[src/rtl/modport_router.sv]
// 1x3 byte-serial packet router: header-addressed steering into three FIFOs with parity check.
// Optional ROUTER_SOFT_RESET_EN flushes a destination FIFO left unread for TIMEOUT cycles.
module modport_router #(
  parameter int FIFO_DEPTH = 16,
  parameter int TIMEOUT    = 30
) (
  input  logic       clock,
  input  logic       resetn,
  input  logic [7:0] data_in,
  input  logic       pkt_valid,
  output logic       busy,
  output logic       error,
  input  logic       read_enb_0,
  input  logic       read_enb_1,
  input  logic       read_enb_2,
  output logic [7:0] data_out_0,
  output logic [7:0] data_out_1,
  output logic [7:0] data_out_2,
  output logic       valid_out_0,
  output logic       valid_out_1,
  output logic       valid_out_2
);

  localparam int AW = $clog2(FIFO_DEPTH);

  if ((FIFO_DEPTH & (FIFO_DEPTH - 1)) != 0 || FIFO_DEPTH < 2 || TIMEOUT < 2) begin : g_param_check
    $error("modport_router: FIFO_DEPTH must be a power of two and TIMEOUT at least 2");
  end

  typedef enum logic [2:0] {
    DECODE, WAIT_EMPTY, LOAD_DATA, FIFO_FULL, LOAD_PARITY, CHECK_PARITY
  } state_t;

  state_t state, state_d;

  logic [8:0]    mem    [3][FIFO_DEPTH];
  logic [AW-1:0] wr_ptr [3];
  logic [AW-1:0] rd_ptr [3];
  logic [AW:0]   count  [3];
  logic [7:0]    dout   [3];

  // Index 3 is a phantom destination for the invalid address: always empty, never full.
  logic [3:0] empty_v, full_v, rd_v, flush_v, wr_onehot;
  logic [2:0] wr_en, rd_en;

  logic [1:0] tgt, sel;
  logic       discard;
  logic [7:0] hold, parity;
  logic       we, ld_hold, par_init, par_xor, accept, clr_err, chk_err, wr_ok;
  logic [8:0] wr_word;

  assign rd_v = {1'b0, read_enb_2, read_enb_1, read_enb_0};

  // NOTE: every signal written here gets a default first, so no path can infer a latch.
  always_comb begin
    empty_v = 4'b1000;
    full_v  = 4'b0000;
    for (int n = 0; n < 3; n++) begin
      empty_v[n] = (count[n] == '0);
      full_v[n]  = (count[n] == (AW+1)'(FIFO_DEPTH));
    end
  end

  assign rd_en     = rd_v[2:0] & ~empty_v[2:0];
  assign wr_onehot = 4'b0001 << sel;
  assign wr_en     = we ? wr_onehot[2:0] : 3'b000;

  // NOTE: the storage array carries no reset; pointers and count alone define what is valid.
  always_ff @(posedge clock) begin
    for (int n = 0; n < 3; n++)
      if (wr_en[n]) mem[n][wr_ptr[n]] <= wr_word;
  end

  // NOTE: sequential state uses non-blocking assignments so every register samples pre-edge values.
  always_ff @(posedge clock or posedge resetn) begin
    if (resetn) begin
      for (int n = 0; n < 3; n++) begin
        wr_ptr[n] <= '0;
        rd_ptr[n] <= '0;
        count[n]  <= '0;
        dout[n]   <= '0;
      end
    end else begin
      for (int n = 0; n < 3; n++) begin
        if (flush_v[n]) begin
          wr_ptr[n] <= '0;
          rd_ptr[n] <= '0;
          count[n]  <= '0;
          dout[n]   <= '0;
        end else begin
          if (wr_en[n]) wr_ptr[n] <= wr_ptr[n] + 1'b1;
          if (rd_en[n]) begin
            rd_ptr[n] <= rd_ptr[n] + 1'b1;
            dout[n]   <= mem[n][rd_ptr[n]][7:0];
          end
          count[n] <= count[n] + (AW+1)'(wr_en[n]) - (AW+1)'(rd_en[n]);
        end
      end
    end
  end

`ifdef ROUTER_SOFT_RESET_EN
  localparam int CW = $clog2(TIMEOUT + 1);
  logic [CW-1:0] idle_cnt [3];

  always_ff @(posedge clock or posedge resetn) begin
    if (resetn) begin
      for (int n = 0; n < 3; n++) idle_cnt[n] <= '0;
    end else begin
      for (int n = 0; n < 3; n++)
        if (empty_v[n] || rd_v[n]) idle_cnt[n] <= '0;
        else                       idle_cnt[n] <= idle_cnt[n] + 1'b1;
    end
  end

  always_comb begin
    flush_v = 4'b0000;
    for (int n = 0; n < 3; n++)
      flush_v[n] = !empty_v[n] && !rd_v[n] && (idle_cnt[n] == CW'(TIMEOUT - 1));
  end
`else
  assign flush_v = 4'b0000;
`endif

  // In DECODE the target is still on data_in; afterwards it is the latched header address.
  assign sel   = (state == DECODE) ? data_in[1:0] : tgt;
  assign wr_ok = !full_v[sel] || rd_v[sel];

  always_comb begin
    state_d  = state;
    we       = 1'b0;
    wr_word  = {1'b0, hold};
    ld_hold  = 1'b0;
    par_init = 1'b0;
    par_xor  = 1'b0;
    accept   = 1'b0;
    clr_err  = 1'b0;
    chk_err  = 1'b0;
    case (state)
      DECODE: if (pkt_valid) begin
        accept = 1'b1;
        if (data_in[1:0] == 2'd3) begin
          state_d = LOAD_DATA;
        end else if (empty_v[sel]) begin
          we       = 1'b1;
          wr_word  = {1'b1, data_in};
          par_init = 1'b1;
          clr_err  = 1'b1;
          state_d  = LOAD_DATA;
        end else begin
          ld_hold  = 1'b1;
          par_init = 1'b1;
          state_d  = WAIT_EMPTY;
        end
      end
      WAIT_EMPTY: if (empty_v[sel]) begin
        we      = 1'b1;
        wr_word = {1'b1, hold};
        clr_err = 1'b1;
        state_d = LOAD_DATA;
      end
      LOAD_DATA: begin
        if (!pkt_valid) begin
          ld_hold = 1'b1;
          state_d = LOAD_PARITY;
        end else if (discard || wr_ok) begin
          we      = !discard;
          wr_word = {1'b0, data_in};
          par_xor = 1'b1;
        end else begin
          // Byte already taken from the source; park it until the FIFO drains.
          ld_hold = 1'b1;
          par_xor = 1'b1;
          state_d = FIFO_FULL;
        end
      end
      FIFO_FULL: if (wr_ok) begin
        we = 1'b1;
        if (pkt_valid) begin
          state_d = LOAD_DATA;
        end else begin
          ld_hold = 1'b1;
          state_d = LOAD_PARITY;
        end
      end
      LOAD_PARITY: if (discard || wr_ok) begin
        we      = !discard;
        state_d = CHECK_PARITY;
      end
      CHECK_PARITY: begin
        chk_err = !discard;
        state_d = DECODE;
      end
      default: state_d = DECODE;
    endcase
    if (state != DECODE && flush_v[sel]) begin
      we      = 1'b0;
      chk_err = 1'b0;
      state_d = DECODE;
    end
  end

  always_ff @(posedge clock or posedge resetn) begin
    if (resetn) begin
      state   <= DECODE;
      tgt     <= 2'd0;
      discard <= 1'b0;
      hold    <= '0;
      parity  <= '0;
      error   <= 1'b0;
    end else begin
      state <= state_d;
      if (accept) begin
        tgt     <= data_in[1:0];
        discard <= (data_in[1:0] == 2'd3);
      end
      if (ld_hold)       hold   <= data_in;
      if (par_init)      parity <= data_in;
      else if (par_xor)  parity <= parity ^ data_in;
      if (clr_err)       error  <= 1'b0;
      else if (chk_err)  error  <= (parity != hold);
    end
  end

  assign busy = (state == WAIT_EMPTY) || (state == FIFO_FULL) ||
                (state == LOAD_PARITY) || (state == CHECK_PARITY);

  assign data_out_0  = dout[0];
  assign data_out_1  = dout[1];
  assign data_out_2  = dout[2];
  assign valid_out_0 = !empty_v[0];
  assign valid_out_1 = !empty_v[1];
  assign valid_out_2 = !empty_v[2];

endmodule

[config.mk]
export PLATFORM = sky130hd
export DESIGN_NAME = modport_router
export DESIGN_NICKNAME = d
export VERILOG_FILES = /design/src/rtl/modport_router.sv
export SDC_FILE = /design/constraint.sdc
export NUM_CORES = 1
export LEC_CHECK = 0
export CORE_UTILIZATION = 40
export CTS_BUF_LIST = sky130_fd_sc_hd__clkbuf_4
export DETAILED_ROUTE_END_ITERATION = 10
export PLACE_DENSITY = 0.57
export SLEW_MARGIN = 5
export SYNTH_ARGS = -nofsm -noshare
export SYNTH_HDL_FRONTEND = slang
export SYNTH_SLANG_ARGS = --single-unit
[constraint.sdc]
create_clock -name clock -period 4.7 [get_ports clock]
set_input_delay 0.94 -clock clock [delete_from_list [all_inputs] [get_ports clock]]
set_output_delay 0.94 -clock clock [all_outputs]
set_load 0.005 [all_outputs]
* Word-level counts from Yosys, hierarchy flattened
Memory sizes are Yosys's and may differ from the RTL's.
Index checks and enable logic that the tools add are counted.
** Operators by class
- Add/sub/neg operators :: 12
- Reduce and logical (&&, ||, !) cells :: 22
- $lt $le $gt $ge :: 10
- Shifts and indexed selects :: 1
- Multiplexer cells :: 78
- Bitwise gates (word level) :: 9
- Eq/ne operators :: 15
** Operators by type and width (count)
- $mux W144 :: 3
- $bmux W9 S4 :: 3
- $demux W9 S4 :: 3
- $mux W8 :: 10
- $mux W9 :: 7
- $mux W1 :: 31
- $ge A5 B5 Y1 const B :: 6
- $not A4 Y5 :: 6
- $mux W3 :: 9
- $pmux W9 S3 :: 1
- $add A4 B1 Y4 const B :: 6
- $add A5 B1 Y5 :: 3
- $eq A5 B5 Y1 const B :: 3
- $logic_not A5 Y1 :: 3
- $lt A5 B1 Y1 const B :: 3
- $pmux W3 S5 :: 1
- $sub A5 B1 Y5 :: 3
- $ne A3 B3 Y1 const B :: 3
- $bmux W1 S2 :: 4
- $ne A8 B8 Y1 :: 1
- $xor A8 B8 Y8 :: 1
- $eq A3 B2 Y1 const B :: 2
- $eq A3 B3 Y1 const B :: 2
- $mux W2 :: 3
- 18 further kinds :: 30
** Word-level totals
- Flip-flop bits (word level) :: 86
- Memories kept :: 1
- Input port bits :: 14
- Output and inout port bits :: 29
- Bits in writable memories :: 432
- Logic and storage cells :: 166
** Memory list
- mem :: depth 3, bits a word 144, rd ports 3, clocked after Yosys merged registers in 0, write ports 3, RTL line 36 : logic [8:0] mem [3][FIFO_DEPTH];

* Depth between registers and ports, before layout
Gate-level depths: netlist of run 1.
- Depth after elaboration :: 14
- Depth in mapped cells :: 20

* Least setup slack after synthesis of run 1
OpenSTA, ideal clock, no wires.
- Path kind :: input to register
- Start point :: in data_in[0]
- End point :: mem mem[0][106] (netlist bit), data pin
- Arrival time :: 4017 ps
- Slack :: 208 ps
- Stages :: 7
- Cell sequence :: or4b_1 > buf_2 > a211o_1 > o221ai_2 > a41oi_1 > a21oi_2 > mux2i_1
** RTL lines
- from (decl) :: RTL line 9 : input logic [7:0] data_in,
- to (decl) :: RTL line 36

* Final worst setup path of run 1
- Start point :: reg state[2]
- End point :: reg count[9] (netlist bit)
** Between the ends
- Word-level cells in the longest chain between the ends :: 14
** Ends and longest elaborated chain
- from (decl) :: RTL line 34 : state_t state, state_d;
- from (signal assigned) :: RTL line 212 : state <= state_d;
- $logic_not A3 Y1 :: RTL line 126, 139
- $mux W2 :: RTL line 126 : assign sel = (state == DECODE) ? data_in[1:0] : tgt;
- $bmux W1 S2 :: RTL line 127 : assign wr_ok = !full_v[sel] || rd_v[sel];
- $mux W1 (not written as such) :: RTL line 127
- $logic_not A1 Y1 :: RTL line 127
- $logic_or A1 B1 Y1 :: RTL line 127
- $logic_or A1 B1 Y1 :: RTL line 166, 186
- $mux W1 :: RTL line 166, 186
- $mux W1 :: RTL line 163 : if (!pkt_valid) begin
- $pmux W1 S5 :: RTL line 139 : case (state)
- $mux W1 :: RTL line 196 : if (state != DECODE && flush_v[sel]) begin
- $mux W3 * :: RTL line 66 : assign wr_en = we ? wr_onehot[2:0] : 3'b000;
- $add A5 B1 Y5 * :: RTL line 96 : count[n] <= count[n] + (AW+1)'(wr_en[n]) - (AW+1)'(rd_en[n]);
- $sub A5 B1 Y5 * :: RTL line 96
- to (signal, indexed assignment) :: RTL line 96
- to (decl) :: RTL line 39 : logic [AW:0] count [3];
Mark *: on every way between the ends. The rest lies on a longest branch, timed or not. The select of a mux whose other input is x is not followed.
A chain may end at the register's enable or synchronous reset.

==> impl_metrics.tcl, run 1 <==
set metrics [dict create \
    wl_per_cell_um 21.1 \
    synthAdderAreaFrac_pct 2.41 \
    place_area_mm2 0.0209 \
    grtUsageTotal_pct 17.4 \
    antenna_left 0 \
    die_y_um 223 \
    cts_root_buf "clkbuf_4" \
    hpwl_mm 25.3 \
    leakage_nw 8.09 \
    synthXorXnorAreaFrac_pct 1.70 \
    antenna_found_initial 3 \
    yosys.area_share.simple_pct 5.55 \
    syn_nets 1123 \
    numPortBuffers 42 \
    cts_hold_buf 0 \
    synth.cell_area_mm2 0.0196 \
    path_clk_slew_ns 0.08 \
    fillerInstances 4180 \
    finalCritPeriodShare_pct 82.7 \
    hold_class "reg -> reg" \
    rsz0062_at_grt "no" \
    relSlewSlack_pct 33.9 \
    p_int_mw 10.3 \
    slew_viol_final 0 \
    htreeDepth 4 \
    period_needed_ns 3.89 \
    grt_pass1_vias 10900 \
    worstPathMaxFanout 21 \
    core_area_mm2 0.0480 \
    finalInstanceArea_mm2 0.0227 \
    cap_violations 0 \
    setup_viol 0 \
    tritoncts "yes" \
    synth-seq-cells 470 \
    status "finished, final reports clean" \
    setup_tns_ns 0 \
    area_growth_pct 15.6 \
    hold_viol 0 \
    arrival_ns 4.70 \
    ys.flop_type "edfxtp_1" \
    initial_utilization_pct 40.8 \
    p_switching_mw 5.02 \
    synthArstFlopShare_pct 18.3 \
    ios 43 \
    fmax_mhz 257 \
    swShare_pct 32.8 \
    clk_path_buf_depth 3 \
    cp.required_ns 5.51 \
    vias_per_cell 5.22 \
    die_area_mm2 0.0499 \
    synth_cell_type_count 66 \
    synth_top_family_by_area "multiplexers" \
    drive_gt1_share_pct 31.4 \
    cts_setup_buffers 0 \
    place_congestion 0.774 \
    synth_mux_area_share_pct 15.7 \
    finClkSkew_ns 0.0406 \
    num_vias 10200 \
    nets 1283 \
    cts_buffers 130 \
    path_class "reg -> reg" \
    wirelength_mm 41.2 \
    dr.pass1.iters 5 \
    worst_pin_slew_ns 0.991 \
    seq_area_frac_synth_pct 69.8 \
    grt_pass1_wl_mm 63.7 \
    vdd_drop_max_v 0.000420 \
    overflow 0 \
    cp-start-kind "flop" \
    critPathCaptureType "flop" \
    power_density_mw_per_mm2 673 \
    drt-initial-drc-count 626 \
    p_clk_share_pct 25.0 \
    synth_cells 1073 \
    synth_edf_count 384 \
    cts_resized 0 \
    power.total_mw 15.3 \
    clock-sinks 470 \
    grt_start_max_net_pins 64 \
    pwr-share-comb_pct 31.5 \
    avgSynthCellArea_um2 18.3 \
    pwr-share-seq_pct 43.5 \
    drc 0 \
    clk_latency_ns 0.90 \
    core.rowCount 80 \
    synth_warnings 0 \
    die_x_um 223 \
    synth_compound_area_share_pct 3.02 \
]
==> layout make-up <==
cell class | count | area (µm²) | share of cell area [%]
Clock inverter | 43 | 302 | 1.33
Clock buffer | 191 | 1430 | 6.32
Sequential cell | 470 | 13700 | 60.4
Antenna cell | 1 | 2.50 | 0.0110
Timing Repair Buffer | 82 | 721 | 3.18
Multi-Input combinational cell | 513 | 5620 | 24.8
Tap cell | 615 | 769 | 3.39
Inverter | 36 | 138 | 0.607
==> through the flow <==
stage	instances	utilization [%]	hold slack (ns)	setup WS, ns
after CTS	1950	47.2	0.480	0.829
after floorplan	1073	-	0.470	0.208
final	1951	47.2	0.473	0.813
after detailed placement	1716	43.6	0.461	0.190
after global routing	1951	47.2	0.500	0.478
after global placement	1716	43.6	0.461	0.272
==> flip-flops by register name (all words and copies together), names as in the netlist <==
| register | flops |
|---|---|
| count | 15 |
| data_out_0 | 8 |
| data_out_1 | 8 |
| data_out_2 | 8 |
| discard | 1 |
| error | 1 |
| hold | 8 |
| mem | 384 |
| parity | 8 |
| rd_ptr | 12 |
| state | 3 |
| tgt | 2 |
| wr_ptr | 12 |
==> critical path: stages (launching register included) <==
cell     delay, ns
dfrtp_1       0.62
o31ai_1       0.72
nand3_1       0.21
a21o_1        0.24
a31oi_2       0.36
buf_4         0.21
o21ai_4       0.07
ha_1          0.29
inv_1         0.04
ha_1          0.19
fa_1          0.40
a21oi_1       0.16
nor2_1        0.05
nor2_1        0.11
xnor2_1       0.13
==> per-layer routing <==
layer  vias up  track usage (%)  part of all wire, %
li1       4658                -                    -
met1      5214             23.2                   45
met2       247             27.0                   48
met3        64             4.31                  4.9
met4         0             7.62                  2.0
met5         -                0                    0
==> cells by family (layout without fill, tap and decap cells) <==
family | after synthesis | in the layout
flip-flops | 470 | 470
AND/OR/NAND/NOR | 211 | 211
multiplexers | 151 | 151
buffers and inverters | 90 | 352
AO/OA/AOI/OAI | 77 | 77
XOR/XNOR | 38 | 38
adder cells (fa/ha/maj) | 36 | 36
other | 0 | 1
==> worst paths after layout <==
path                       depth (start not counted)       endpoint  slack (ns)           from
max                                               14       count[9]        0.81       state[2]
min reg2reg                                        2  data_out_0[7]        0.47  data_out_0[7]
min in group asynchronous                          2  data_out_0[7]        0.59         resetn
min                                                2  data_out_0[7]        0.47  data_out_0[7]
max in group asynchronous                          3        hold[5]        3.17         resetn
max reg2reg                                       14       count[9]        0.81       state[2]
==> power groups by stage <==
| stage | Clock (mW) | Sequential [mW] | Combinational (mW) |
|---|---|---|---|
| 2_1_floorplan | 0 | 6.20 | 3.62 |
| 5_1_grt | 4.14 | 6.77 | 5.27 |
| 3_3_place_gp | 0 | 6.75 | 4.82 |
| 3_5_place_dp | 0 | 6.76 | 4.91 |
| 6_report | 3.82 | 6.65 | 4.80 |
| 4_1_cts | 3.94 | 6.68 | 4.93 |
==> cells in the mapped netlist (3+ instances only) <==
| cell type | n | share of area, % |
|---|---|---|
| nand2_1 | 79 | 1.5 |
| a21oi_1 | 24 | 0.61 |
| nand2b_1 | 3 | 0.096 |
| ha_1 | 33 | 2.1 |
| a21o_1 | 6 | 0.23 |
| mux2_1 | 3 | 0.17 |
| inv_1 | 36 | 0.69 |
| and2_1 | 4 | 0.13 |
| o21ai_0 | 12 | 0.31 |
| o211ai_1 | 6 | 0.23 |
| edfxtp_1 | 384 | 59 |
| mux4_2 | 120 | 14 |
| a311oi_1 | 5 | 0.22 |
| xnor2_1 | 24 | 1.1 |
| xor2_1 | 14 | 0.63 |
| and3_1 | 35 | 1.1 |
| nand4_1 | 5 | 0.16 |
| nor3_2 | 4 | 0.20 |
| nor2_1 | 29 | 0.56 |
| mux2i_1 | 4 | 0.20 |
| mux2_4 | 8 | 0.61 |
| nand3_1 | 13 | 0.33 |
| buf_2 | 5 | 0.13 |
| mux2_2 | 16 | 0.92 |
| buf_1 | 15 | 0.29 |
| buf_4 | 3 | 0.11 |
| nor4b_1 | 6 | 0.27 |
| nor2b_1 | 9 | 0.29 |
| nor3_1 | 8 | 0.20 |
| fa_1 | 3 | 0.31 |
| dfrtp_1 | 86 | 11 |
| clkbuf_1 | 30 | 0.57 |
==> cells in the final DEF, fill, tap and decap left out, drive strengths merged, types with 14 or more instances in the layout <==
master         instances
clkinv                34
dfrtp                 86
buf                   40
a21oi                 25
mux2                  27
and3                  35
inv                   39
clkbuf               191
xor2                  14
mux4                 120
clkdlybuf4s50         42
nor2                  30
edfxtp               384
xnor2                 24
nand2                 79
ha                    33
(Power assumes the default switching activity.)
==> run 2, diff against run 1 <==
- clock period: 4.7 -> 3.8 ns (I/O delays scaled with it)
==> impl_metrics.tcl, run 2 (same netlist as run 1, synthesis figures left out) <==
set metrics [dict create \
    fin_ws_ns 0.217 \
    worst_pin_slew_ns 0.819 \
    tritoncts "yes" \
    grt_pass1_vias 11100 \
    holdWs_ns 0.253 \
    finalCritPeriodShare_pct 94.3 \
    pwr-share-seq_pct 40.6 \
    cp.required_ns 4.64 \
    ios 43 \
    cts_buffers 131 \
    mostFrequentLayoutCell "edfxtp_1" \
    overflow 0 \
    hpwl_mm 25.7 \
    pwr-share-comb_pct 35.6 \
    grt_pass1_wl_mm 65.6 \
    reg2reg_slack_ns 0.22 \
    rsz0062_at_grt "no" \
    r2r_start "count[12]" \
    path_clk_slew_ns 0.07 \
    drt-initial-drc-count 667 \
    antenna_left 0 \
    cts_root_buf "clkbuf_4" \
    htreeDepth 4 \
    cts_hold_buf 0 \
    num_vias 10600 \
    arrival_ns 4.42 \
    die_x_um 223 \
    vias_per_cell 5.24 \
    vdd_drop_max_v 0.000643 \
    nets 1352 \
    drc 0 \
    startpoint "count[12]" \
    dr.pass1.iters 5 \
    finClkSkew_ns 0.0600 \
    utilization_pct 48.6 \
    post-place-ws_ns -0.443 \
    place_congestion 0.812 \
    hold_class "in -> async" \
    clk_path_buf_depth 3 \
    fmax_mhz 279 \
    wl_per_cell_um 21.0 \
    numPortBuffers 42 \
    clock-sinks 470 \
    slew_viol_final 0 \
    grt_start_max_net_pins 49 \
    worstPathMaxFanout 4 \
    drive_gt1_share_pct 35.5 \
    hold_viol 0 \
    cap_violations 0 \
    power.total_mw 19.3 \
    clk_latency_ns 0.94 \
    critPathCaptureType "flop" \
    cp-start-kind "flop" \
    p_switching_mw 6.33 \
    path_class "reg -> reg" \
    period_needed_ns 3.58 \
    antenna_found_initial 1 \
    die_area_mm2 0.0499 \
    wirelength_mm 42.4 \
    largest_reg_flops 384 \
    die_y_um 223 \
    grtUsageTotal_pct 17.9 \
    p_clk_share_pct 23.8 \
    core.rowCount 80 \
    status "finished, final reports clean" \
    p_int_mw 13.0 \
    initial_utilization_pct 40.8 \
    relSlewSlack_pct 45.2 \
    power_density_mw_per_mm2 827 \
    leakage_nw 8.48 \
    core_area_mm2 0.0480 \
    final_cell_mix "384 x edfxtp_1, 196 x clkbuf_4, 120 x mux4_2, 93 x buf_4, 83 x dfrtp_1" \
    setup_viol 0 \
    swShare_pct 32.8 \
    area_growth_pct 19.0 \
    setup_tns_ns 0 \
]
==> run 2: cell types whose count changed in the layout (fill, tap and decap cells not counted), sizes merged <==
cell,change
buf,+68
clkinv,-13
clkbuf,+5
diode,+4
inv,+3
bufinv,-2
==> run 2: cell type report <==
| cell class | count | area, µm² |
|---|---|---|
| diodes | 5 | 12.5 |
| clock buffers | 196 | 1470 |
| clock inverters | 31 | 203 |
| fillers | 4133 | 24700 |
| inverters | 36 | 138 |
| multi-input cells | 513 | 5640 |
| flip-flops and latches | 470 | 13700 |
| well taps | 615 | 769 |
| repair buffers | 150 | 1420 |
==> run 2: repair_timing <==
action,4_1_cts,5_1_grt
setup endpoints to repair,0,3
endpoints found under the hold margin,0,0
gates resized for setup,0,6
setup buffers,0,2
==> run 2: path summary, 6_finish.rpt <==
path,endpoint,depth (start not counted)
setup / recovery,count[9],16
hold / removal,count[8],2
setup reg to reg,count[9],16
hold reg to reg,data_out_0[7],2
max in group asynchronous,hold[3],4
min in group clock,data_out_0[7],2
==> run 2: routing by layer <==
metal | share of wire [%] | global-route usage (%) | vias up
met4 | 1.9 | 6.85 | 0
met2 | 48 | 27.7 | 274
met5 | 0 | 0 | -
met1 | 45 | 23.9 | 5432
met3 | 5.0 | 5.32 | 62
li1 | - | - | 4796
==> run 2: stage by stage <==
step / cells / area (µm²)
after floorplan: 1073 / 19600
after global placement: 1782 / 21600
after detailed placement: 1782 / 21600
after CTS: 2009 / 23300
after global routing: 2012 / 23300
final: 2016 / 23300
==> run 2: power groups by stage <==
stage / clock network [mW] / registers [mW] / logic, mW
floorplan: 0 / 7.67 / 4.47
global placement: 0 / 7.92 / 6.89
detailed placement: 0 / 7.94 / 7.02
CTS: 4.77 / 7.84 / 7.04
global route: 5.02 / 7.94 / 7.54
finish: 4.59 / 7.84 / 6.88
==> run 2: critical path, stage by stage, from the launching register on <==
cell and delay, ns:
dfrtp_1 0.40, inv_1 0.08, ha_1 0.16, or4b_4 0.48, or3_4 0.41, a32oi_4 0.24
and3b_2 0.26, buf_4 0.14, o21ai_4 0.05, ha_1 0.28, inv_1 0.04, ha_1 0.20
fa_2 0.35, a21oi_2 0.14, nor2_1 0.05, nor2_1 0.12, xnor2_1 0.13
==> run 3, diff against run 2 <==
- DONT_BUFFER_PORTS: unset -> 1
- PLACE_DENSITY: 0.57 -> 0.56
==> impl_metrics.tcl, run 3 (same netlist as run 1, synthesis figures left out) <==
set metrics [dict create \
    status "finished, final reports clean" \
    arrival_ns 4.36 \
    cts_buffers 120 \
    overflow 0 \
    cp.required_ns 4.54 \
    reg2reg_slack_ns 0.18 \
    critPathCaptureType "flop" \
    dp_cells 1695 \
    slowest_stage "or4b_4" \
    grtUsageTotal_pct 17.8 \
    finalCritPeriodShare_pct 95.2 \
    area_growth_pct 14.6 \
    die_area_mm2 0.0499 \
    wirelength_mm 42.5 \
    core.rowCount 80 \
    rsz0062_at_grt "no" \
    utilization_pct 46.8 \
    relSlewSlack_pct 42.0 \
    dr.pass1.iters 5 \
    holdPathEnd "tgt[0]" \
    tritoncts "yes" \
    final_cells 1918 \
    fin_ws_ns 0.184 \
    setup_viol 0 \
    fmax_mhz 277 \
    crit_chain "inv_2 -> ha_2 -> or4b_4 -> or3_4 -> a32oi_4 -> and3b_2 -> o21a_2 -> inv_1 -> ha_1 -> inv_1 -> ha_1 -> fa_2 -> a21oi_1 -> nor2_1 -> nor2_1 -> xnor2_1" \
    clk_latency_ns 0.85 \
    min_from "data_in[0]" \
    nets 1263 \
    drt-initial-drc-count 666 \
    ios 43 \
    hpwl_mm 25.8 \
    antenna_found_initial 1 \
    period_needed_ns 3.62 \
    die_y_um 223 \
    path_clk_slew_ns 0.06 \
    cap_violations 0 \
    cp-start-kind "flop" \
    r2r_end "count[14]" \
    grt_pass1_vias 10800 \
    grt_pass1_wl_mm 65.9 \
    wl_per_cell_um 22.1 \
    drc 0 \
    power_density_mw_per_mm2 831 \
    r2r_start "count[13]" \
    slew_viol_final 0 \
    finalInstanceArea_mm2 0.0225 \
    numPortBuffers 0 \
    initial_utilization_pct 40.8 \
    slowest_delay_ns 0.51 \
    drive_gt1_share_pct 34.1 \
    place_area_mm2 0.0208 \
    hold_class "in -> reg" \
    post-place-ws_ns -0.0268 \
    hold_depth 1 \
    htreeDepth 3 \
    die_x_um 223 \
    path_class "reg -> reg" \
    core_area_mm2 0.0480 \
    mostFrequentLayoutCell "edfxtp_1" \
    leakage_nw 8.04 \
    clock-sinks 470 \
    vias_per_cell 5.34 \
    grt_start_max_net_pins 58 \
    largest_reg_flops 384 \
    finClkSkew_ns 0.0562 \
    clk_path_buf_depth 3 \
    cts_root_buf "clkbuf_4" \
    worstPathMaxFanout 5 \
    worst_pin_slew_ns 0.870 \
    final_cell_mix "384 x edfxtp_1, 193 x clkbuf_4, 120 x mux4_2, 83 x dfrtp_1, 79 x nand2_1" \
    worstRegToRegCells 16 \
    hold_viol 0 \
    num_vias 10200 \
    place_congestion 0.805 \
    vdd_drop_max_v 0.000570 \
    antenna_left 0 \
]
==> run 3: cell count changes in the layout (fill, tap and decap cells not counted), moves of 4 or more <==
cell / previous run / this run
clkinv_1: 18 / 12
diode_2: 5 / 1
buf_4: 93 / 55
clkdlybuf4s50_1: 42 / 0
buf_12: 15 / 7
dlygate4sd3_1: 0 / 10
==> run 3: final cells by class <==
| cell class | count | area, µm² |
|---|---|---|
| tap | 615 | 769 |
| timing repair buffer | 72 | 653 |
| antenna | 1 | 2.50 |
| inverter | 36 | 138 |
| fill | 4217 | 25600 |
| clock inverter | 18 | 126 |
| clock buffer | 193 | 1450 |
| multi-input combinational | 513 | 5650 |
| sequential | 470 | 13700 |
==> run 3: repair_timing <==
action / CTS / global route
setup endpoints to repair: 2 / 11
hold buffers: 10 / 0
resized for setup: 1 / 9
pin swaps: 0 / 1
cloned: 0 / 0
hold endpoints to repair: 69 / 0
setup buffers: 0 / 1
==> run 3: worst max path at each step <==
stage	startpoint	endpoint	slack, ns	cells past startpoint
CTS	count[13]	count[9]	0.03	16
global route	count[13]	count[4]	0.007	18
finish	count[13]	count[14]	0.18	16
global placement	count[13]	count[9]	0.08	16
detailed placement	count[12]	count[9]	-0.03	16
floorplan	data_in[0]	mem[0][106]	-0.51	7
==> run 3: critical path: cells and delay by family, from the launching register on <==
kind                     cells  cell delay, ns
buffers and inverters        3            0.15
adder cells (fa/ha/maj)      4            1.00
AO/OA/AOI/OAI                3            0.54
AND/OR/NAND/NOR              5            1.32
flip-flops                   1            0.40
XOR/XNOR                     1            0.13
==> run 3: stage by stage <==
stage	setup TNS [ns]	power [mW]	hold WS (ns)
6_report	0	18.7	0.100
5_1_grt	0	19.8	0.0116
4_1_cts	0	19.0	0.000268
3_5_place_dp	-0.0363	14.5	0.493
3_3_place_gp	0	14.4	0.487
2_1_floorplan	-49.39	12.1	0.470
==> run 3: report_power, final <==
group / switching [mW] / internal [mW] / total, mW
logic: 3.53 / 2.84 / 6.38
clock network: 1.99 / 2.41 / 4.39
registers: 0.699 / 7.21 / 7.91
==> run 3: metal layers <==
metal / track usage [%] / up-vias / share of wire (%)
met3: 4.21 / 46 / 5.8
met2: 28.2 / 292 / 49
met5: 0 / - / 0
li1: - / 4598 / -
met4: 6.25 / 0 / 1.5
met1: 24.0 / 5307 / 44
